--- config.mk ---
export PLATFORM = sky130hd
export DESIGN_NAME = sseg_scan
export DESIGN_NICKNAME = d
export VERILOG_FILES = /design/src/rtl/sseg_scan.sv
export SDC_FILE = /design/constraint.sdc
export NUM_CORES = 1
export LEC_CHECK = 0
export ABC_CLOCK_PERIOD_IN_PS = 5500
export BUFFER_PORTS_ARGS = -buffer_cell sky130_fd_sc_hd__buf_2
export CAP_MARGIN = 40
export CORE_MARGIN = 8
export CORE_UTILIZATION = 30
export CTS_CLUSTER_DIAMETER = 50
export DETAILED_ROUTE_END_ITERATION = 10
export SETUP_SLACK_MARGIN = 0.3
export SLEW_MARGIN = 40
export SYNTH_ARGS = -nofsm -noshare
export SYNTH_HDL_FRONTEND = slang
export SYNTH_SLANG_ARGS = --single-unit
--- constraint.sdc ---
create_clock -name clk -period 5.5 [get_ports clk]
set_input_delay 0 -clock clk [delete_from_list [all_inputs] [get_ports clk]]
set_output_delay 0 -clock clk [all_outputs]
set_load 0.03 [all_outputs]
--- src/rtl/sseg_scan.sv ---
// sseg_scan: time-multiplexed driver for a bank of common-anode seven-segment
// digits. Frame-synchronous shadow buffering, PWM brightness per slot and
// leading blank cycles per slot to suppress ghosting. Panel outputs active-low.
module sseg_scan #(
  parameter int DIGITS   = 4,
  parameter int SCAN_DIV = 1000,
  parameter int PWM_BITS = 4,
  parameter int BLANK    = 2
) (
  input  logic                  clk,
  input  logic                  rst_n,
  input  logic                  load,
  input  logic [DIGITS*4-1:0]   digit_val,
  input  logic [DIGITS-1:0]     digit_dp,
  input  logic [DIGITS-1:0]     digit_en,
  input  logic [PWM_BITS-1:0]   brightness,
  output logic [7:0]            seg_out,
  output logic [DIGITS-1:0]     com_out,
  output logic                  frame_tick
);

  localparam int CW = (SCAN_DIV > 1) ? $clog2(SCAN_DIV) : 1;
  localparam int IW = (DIGITS > 1) ? $clog2(DIGITS) : 1;
  localparam int LW = $clog2(SCAN_DIV) + PWM_BITS + 1;

  localparam logic [CW-1:0] CNT_MAX = CW'(SCAN_DIV - 1);
  localparam logic [IW-1:0] IDX_MAX = IW'(DIGITS - 1);
  localparam logic [LW-1:0] DIV_L   = LW'(SCAN_DIV);
  localparam logic [LW-1:0] BLANK_L = LW'(BLANK);

  logic [CW-1:0]         cnt_q, cnt_d;
  logic [IW-1:0]         idx_q, idx_d;
  logic [DIGITS*4-1:0]   act_val_q, act_val_d, pend_val_q, pend_val_d;
  logic [DIGITS-1:0]     act_dp_q, act_dp_d, pend_dp_q, pend_dp_d;
  logic [DIGITS-1:0]     act_en_q, act_en_d, pend_en_q, pend_en_d;
  logic                  pend_flag_q, pend_flag_d;
  logic [PWM_BITS-1:0]   bright_q, bright_d;
  logic [7:0]            seg_q, seg_d;
  logic [DIGITS-1:0]     com_q, com_d;
  logic                  tick_q, tick_d;

  logic                  slot_end, frame_end;
  logic [PWM_BITS-1:0]   bright_eff;
  logic [LW-1:0]         on_limit, cnt_l;
  logic                  lit;
  logic [3:0]            nib;
  logic [7:0]            dec;

  // Prescaler and digit index.
  always_comb begin
    slot_end  = (cnt_q == CNT_MAX);
    frame_end = slot_end && (idx_q == IDX_MAX);
    cnt_d     = slot_end ? '0 : cnt_q + 1'b1;
    idx_d     = idx_q;
    if (slot_end) idx_d = (idx_q == IDX_MAX) ? '0 : idx_q + 1'b1;
  end

  // Pending/active buffers; a load on the boundary cycle goes straight to active.
  always_comb begin
    act_val_d   = act_val_q;
    act_dp_d    = act_dp_q;
    act_en_d    = act_en_q;
    pend_val_d  = pend_val_q;
    pend_dp_d   = pend_dp_q;
    pend_en_d   = pend_en_q;
    pend_flag_d = pend_flag_q;
    if (frame_end) begin
      if (load) begin
        act_val_d = digit_val;
        act_dp_d  = digit_dp;
        act_en_d  = digit_en;
      end else if (pend_flag_q) begin
        act_val_d = pend_val_q;
        act_dp_d  = pend_dp_q;
        act_en_d  = pend_en_q;
      end
      pend_flag_d = 1'b0;
    end else if (load) begin
      pend_val_d  = digit_val;
      pend_dp_d   = digit_dp;
      pend_en_d   = digit_en;
      pend_flag_d = 1'b1;
    end
  end

  // Brightness is taken live on the slot's first cycle and held for the rest of it.
  always_comb begin
    bright_eff = (cnt_q == '0) ? brightness : bright_q;
    bright_d   = bright_eff;
    on_limit   = ((LW'(bright_eff) + LW'(1)) * DIV_L) >> PWM_BITS;
    cnt_l      = LW'(cnt_q);
    lit        = act_en_q[idx_q] && (cnt_l >= BLANK_L) && (cnt_l < on_limit);
  end

  // Hex decode (active-low, dp off) and next panel outputs.
  always_comb begin
    nib = act_val_q[idx_q*4 +: 4];
    case (nib)
      4'h0: dec = 8'hC0;
      4'h1: dec = 8'hF9;
      4'h2: dec = 8'hA4;
      4'h3: dec = 8'hB0;
      4'h4: dec = 8'h99;
      4'h5: dec = 8'h92;
      4'h6: dec = 8'h82;
      4'h7: dec = 8'hF8;
      4'h8: dec = 8'h80;
      4'h9: dec = 8'h90;
      4'hA: dec = 8'h88;
      4'hB: dec = 8'h83;
      4'hC: dec = 8'hC6;
      4'hD: dec = 8'hA1;
      4'hE: dec = 8'h86;
      default: dec = 8'h8E;
    endcase
    seg_d = '1;
    com_d = '1;
    if (lit) begin
      seg_d        = {~act_dp_q[idx_q], dec[6:0]};
      com_d[idx_q] = 1'b0;
    end
    tick_d = (cnt_q == '0) && (idx_q == '0);
  end

  // State and registered outputs.
  always_ff @(posedge clk or negedge rst_n) begin
    if (!rst_n) begin
      cnt_q       <= '0;
      idx_q       <= '0;
      act_val_q   <= '0;
      act_dp_q    <= '0;
      act_en_q    <= '0;
      pend_val_q  <= '0;
      pend_dp_q   <= '0;
      pend_en_q   <= '0;
      pend_flag_q <= 1'b0;
      bright_q    <= '0;
      seg_q       <= '1;
      com_q       <= '1;
      tick_q      <= 1'b0;
    end else begin
      cnt_q       <= cnt_d;
      idx_q       <= idx_d;
      act_val_q   <= act_val_d;
      act_dp_q    <= act_dp_d;
      act_en_q    <= act_en_d;
      pend_val_q  <= pend_val_d;
      pend_dp_q   <= pend_dp_d;
      pend_en_q   <= pend_en_d;
      pend_flag_q <= pend_flag_d;
      bright_q    <= bright_d;
      seg_q       <= seg_d;
      com_q       <= com_d;
      tick_q      <= tick_d;
    end
  end

  assign seg_out    = seg_q;
  assign com_out    = com_q;
  assign frame_tick = tick_q;

endmodule

==> summary.md <==
| Metric | Value |
|---|---|
| Worst EP required | `5.76 ns` |
| Highest clock frequency the design can meet | `189 MHz` |
| GRT Resource Usage Total | `10.4%` |
| Synth unique cells | `46` |
| Post-route cell area | `5840 um2` |
| Pwr Density | `292 nW/um2` |
| Number of pins exceeding their max-slew limit in the final report | `0` |
| Cell Area, Placed | `5110 um2` |
| Endpoints failing hold | `0` |
| Count of buffers from port buffering | `43` |
| Remaining number of nets flagged by the antenna check after routing | `0` |
| Via density | `4.57` |
| Result of the run | `finished, final reports clean` |
| Sequential element share of the synthesized area | `43.1%` |
| Clock tree from TritonCTS | `done` |
| Layout-stage area growth over the synthesis result | `27.9%` |
| Area enclosed by the die boundary | `19400 um2` |
| Final routed DRC violation total | `0` |
| Leading register cell type out of synthesis | `sky130_fd_sc_hd__dfrtp_1` |
| Post-route setup TNS | `0 ns` |
| Data arrival time of the worst path | `5.57 ns` |
| Worst Clk Skew | `0.00771 ns` |
| Delay of the slowest critical-path stage | `0.55 ns` |
| Worst min-delay path class | `input port to flip-flop` |
| Cells taking the most area after synthesis | `sky130_fd_sc_hd__dfrtp_1 36%, sky130_fd_sc_hd__ha_1 10%, sky130_fd_sc_hd__dfstp_2 6.9%` |
| Most frequently used cell type in the post-synthesis netlist | `sky130_fd_sc_hd__dfrtp_1` |
| CTS clock-pin slew for the worst setup and hold paths | `0.06 ns` |
| Number of synthesized register bits | `78` |
| Number of setup violations in the final report | `0` |
| Vias in the first global route | `3335` |
| Net count after synthesis | `487` |
| Total I/O pin count | `44` |
| Max Cap Violations | `0` |
| Average wire per standard cell | `13.7 um` |
| Power, Total | `1.71 mW` |
| Time the worst path needs with I/O delays and setup | `5.30 ns` |
| Critical-path maximum fanout | `6` |
| Clock Sink Count | `78` |
| DPL Wire Length | `6800 um` |
| Area of the core | `15000 um2` |
| First-pass GRT wire length | `16400 um` |
| VDD IR max | `346 uV` |
| Number of enable flip-flop cells after synthesis | `0` |
| Proportion of layout cells with a drive suffix above 1 | `31.7%` |
| Largest net degree at the start of global routing | `79` |
| Cell area after technology mapping | `4570 um2` |
| Fraction of met2 tracks used by global routing | `17.1%` |
| Kind of start point of the critical path | `flip-flop` |
| Gate count after technology mapping | `409` |
| Maximum buffer depth of the clock tree | `2` |
| Ratio of final minimum period to clock period | `96.4%` |
| Vertical die dimension | `139 um` |
| Routing usage on met3 | `2.33%` |
| Crit path buf inv count | `5` |
| Family of cells with the greatest summed delay on the critical path | `adder cells` |
| Worst Setup End Kind | `flip-flop` |
| Unrepaired setup endpoints after global routing | `true` |
| Initial DRT Pass Iterations | `4` |
| Clk Latency, worst-skew pair | `0.33 ns` |
| Width of the die | `139 um` |
| Standard cell with the maximum stage delay on the critical path | `sky130_fd_sc_hd__fa_2` |
| Total CTS buffers | `9` |
| Busiest layer in global routing | `met2` |
| Flop-to-flop setup slack | `0.20 ns` |
| Starting DRC count in detailed routing | `127` |
| Number of antenna violations at the first check in global routing | `0` |
| Effective utilization at floorplan | `30.4%` |
| Crit-path most repeated cell | `sky130_fd_sc_hd__inv_2` |
| Synth top area share | `36.2%` |
| Total via count after detailed routing | `3162` |
| CTS root buffer | `sky130_fd_sc_hd__clkbuf_16` |
| Commonest cells in the synthesized netlist | `66 x sky130_fd_sc_hd__dfrtp_1, 42 x sky130_fd_sc_hd__nand2_1, 38 x sky130_fd_sc_hd__ha_1` |
| Routability Congestion | `0.823` |
| Overflow after GRT | `0` |
| Type of the setup path with the least slack | `flip-flop to flip-flop` |
| Fraction of registers with async set or reset after synthesis | `100%` |
| DRT Wirelength | `9470 um` |
| # diodes | `0` |
| Std cell rows | `45` |
| Max transition margin | `50.0%` |
| Met1 track demand over resource | `12.8%` |
| Layout Nets | `577` |
| Dominant cell type by area after synthesis | `sky130_fd_sc_hd__dfrtp_1` |
| YS warnings | `0` |
| Maximum level of the CTS H-tree | `3` |
| Leakage Power | `2.71 nW` |
| Post-synthesis average cell area | `11.2 um2` |
| Tightest Pin Transition | `0.750 ns` |
registers in the layout (all words and copies together) (netlist names):
signal / count
act_en_q: 4
pend_val_q: 16
pend_dp_q: 4
frame_tick: 1
act_val_q: 16
seg_out: 8
com_out: 4
idx_q: 2
act_dp_q: 4
pend_en_q: 4
cnt_q: 10
bright_q: 4
pend_flag_q: 1
placed cells by master, fill, tap and decap left out, drive strengths merged, types with 2 or more instances in the layout:
master / n
a21o: 5
a21oi: 11
a22oi: 2
and2: 2
buf: 71
bufinv: 2
clkbuf: 9
clkinv: 3
dfrtp: 66
dfstp: 12
dlygate4sd3: 26
fa: 9
ha: 38
inv: 39
mux2: 28
mux2i: 26
mux4: 6
nand2: 42
nand2b: 2
nand3: 11
nand4: 2
nor2: 17
nor2b: 3
nor3b: 2
nor4: 2
o211ai: 2
o21a: 2
o21ai: 30
o21bai: 2
o221ai: 2
o311ai: 2
xnor2: 10
xor2: 7
worst reg2reg max path, delay by kind of cell, from the launching register on:
family          cells  cell delay, ns
fa+ha+maj           6            2.26
compound gates      6            0.81
simple gates        5            0.71
flops               1            0.42
buf+inv             5            0.38
mux                 1            0.36
xor+xnor            2            0.31
cells by family after synthesis:
family / after synthesis / synth area share, %
buffers and inverters: 55 / 5.53
AND/OR/NAND/NOR: 87 / 9.23
AO/OA/AOI/OAI: 65 / 9.01
adder cells (fa/ha/maj): 47 / 14.4
flip-flops: 78 / 43.1
multiplexers: 60 / 15.6
XOR/XNOR: 17 / 3.26
layout make-up:
type,instances,area [um2]
clock buffer,9,225
multi-input combinational,276,2480
tap,188,235
fill,1432,9190
clock inverter,7,95.1
timing repair buffer,97,696
sequential,78,1970
inverter,37,139
layer usage:
layer  up-vias  wire (um)
met5         -          0
met4         0        201
met3        10        387
met2        63       4500
met1      1515       4380
li1       1574          -
path summary, 6_finish.rpt:
| check | from | to | cells past startpoint |
|---|---|---|---|
| worst max-delay path | cnt_q[6] | seg_out[3] | 25 |
| worst min-delay path | brightness[3] | bright_q[3] | 3 |
| worst max register to register | cnt_q[6] | seg_out[3] | 25 |
| worst min register to register | act_dp_q[2] | act_dp_q[2] | 2 |
| max in group asynchronous | rst_n | cnt_q[3] | 2 |
| min in group asynchronous | rst_n | pend_dp_q[2] | 2 |
metrics by stage:
stage	hold slack, ns	cells	utilization [%]	setup slack [ns]
after global routing	0.0691	692	38.9	-0.0798
after detailed placement	0.0832	640	34.0	-0.00655
after floorplan	-0.296	409	-	0.0482
after CTS	0.0295	689	38.6	0.0612
final	0.0525	692	38.9	0.195
after global placement	0.221	640	33.9	0.138
what timing repair did:
action	CTS	global route
setup buffers	6	3
endpoints found under the hold margin	111	0
setup endpoints to repair	12	12
hold buffers	26	0
pin swaps	15	10
cloned	1	0
resized for setup	9	6
report_power, final:
part           switching [mW]  internal, mW
clock                   0.244         0.400
sequential            0.00988         0.593
combinational           0.219         0.239
Note: power is estimated with default switching activity, not from simulation.
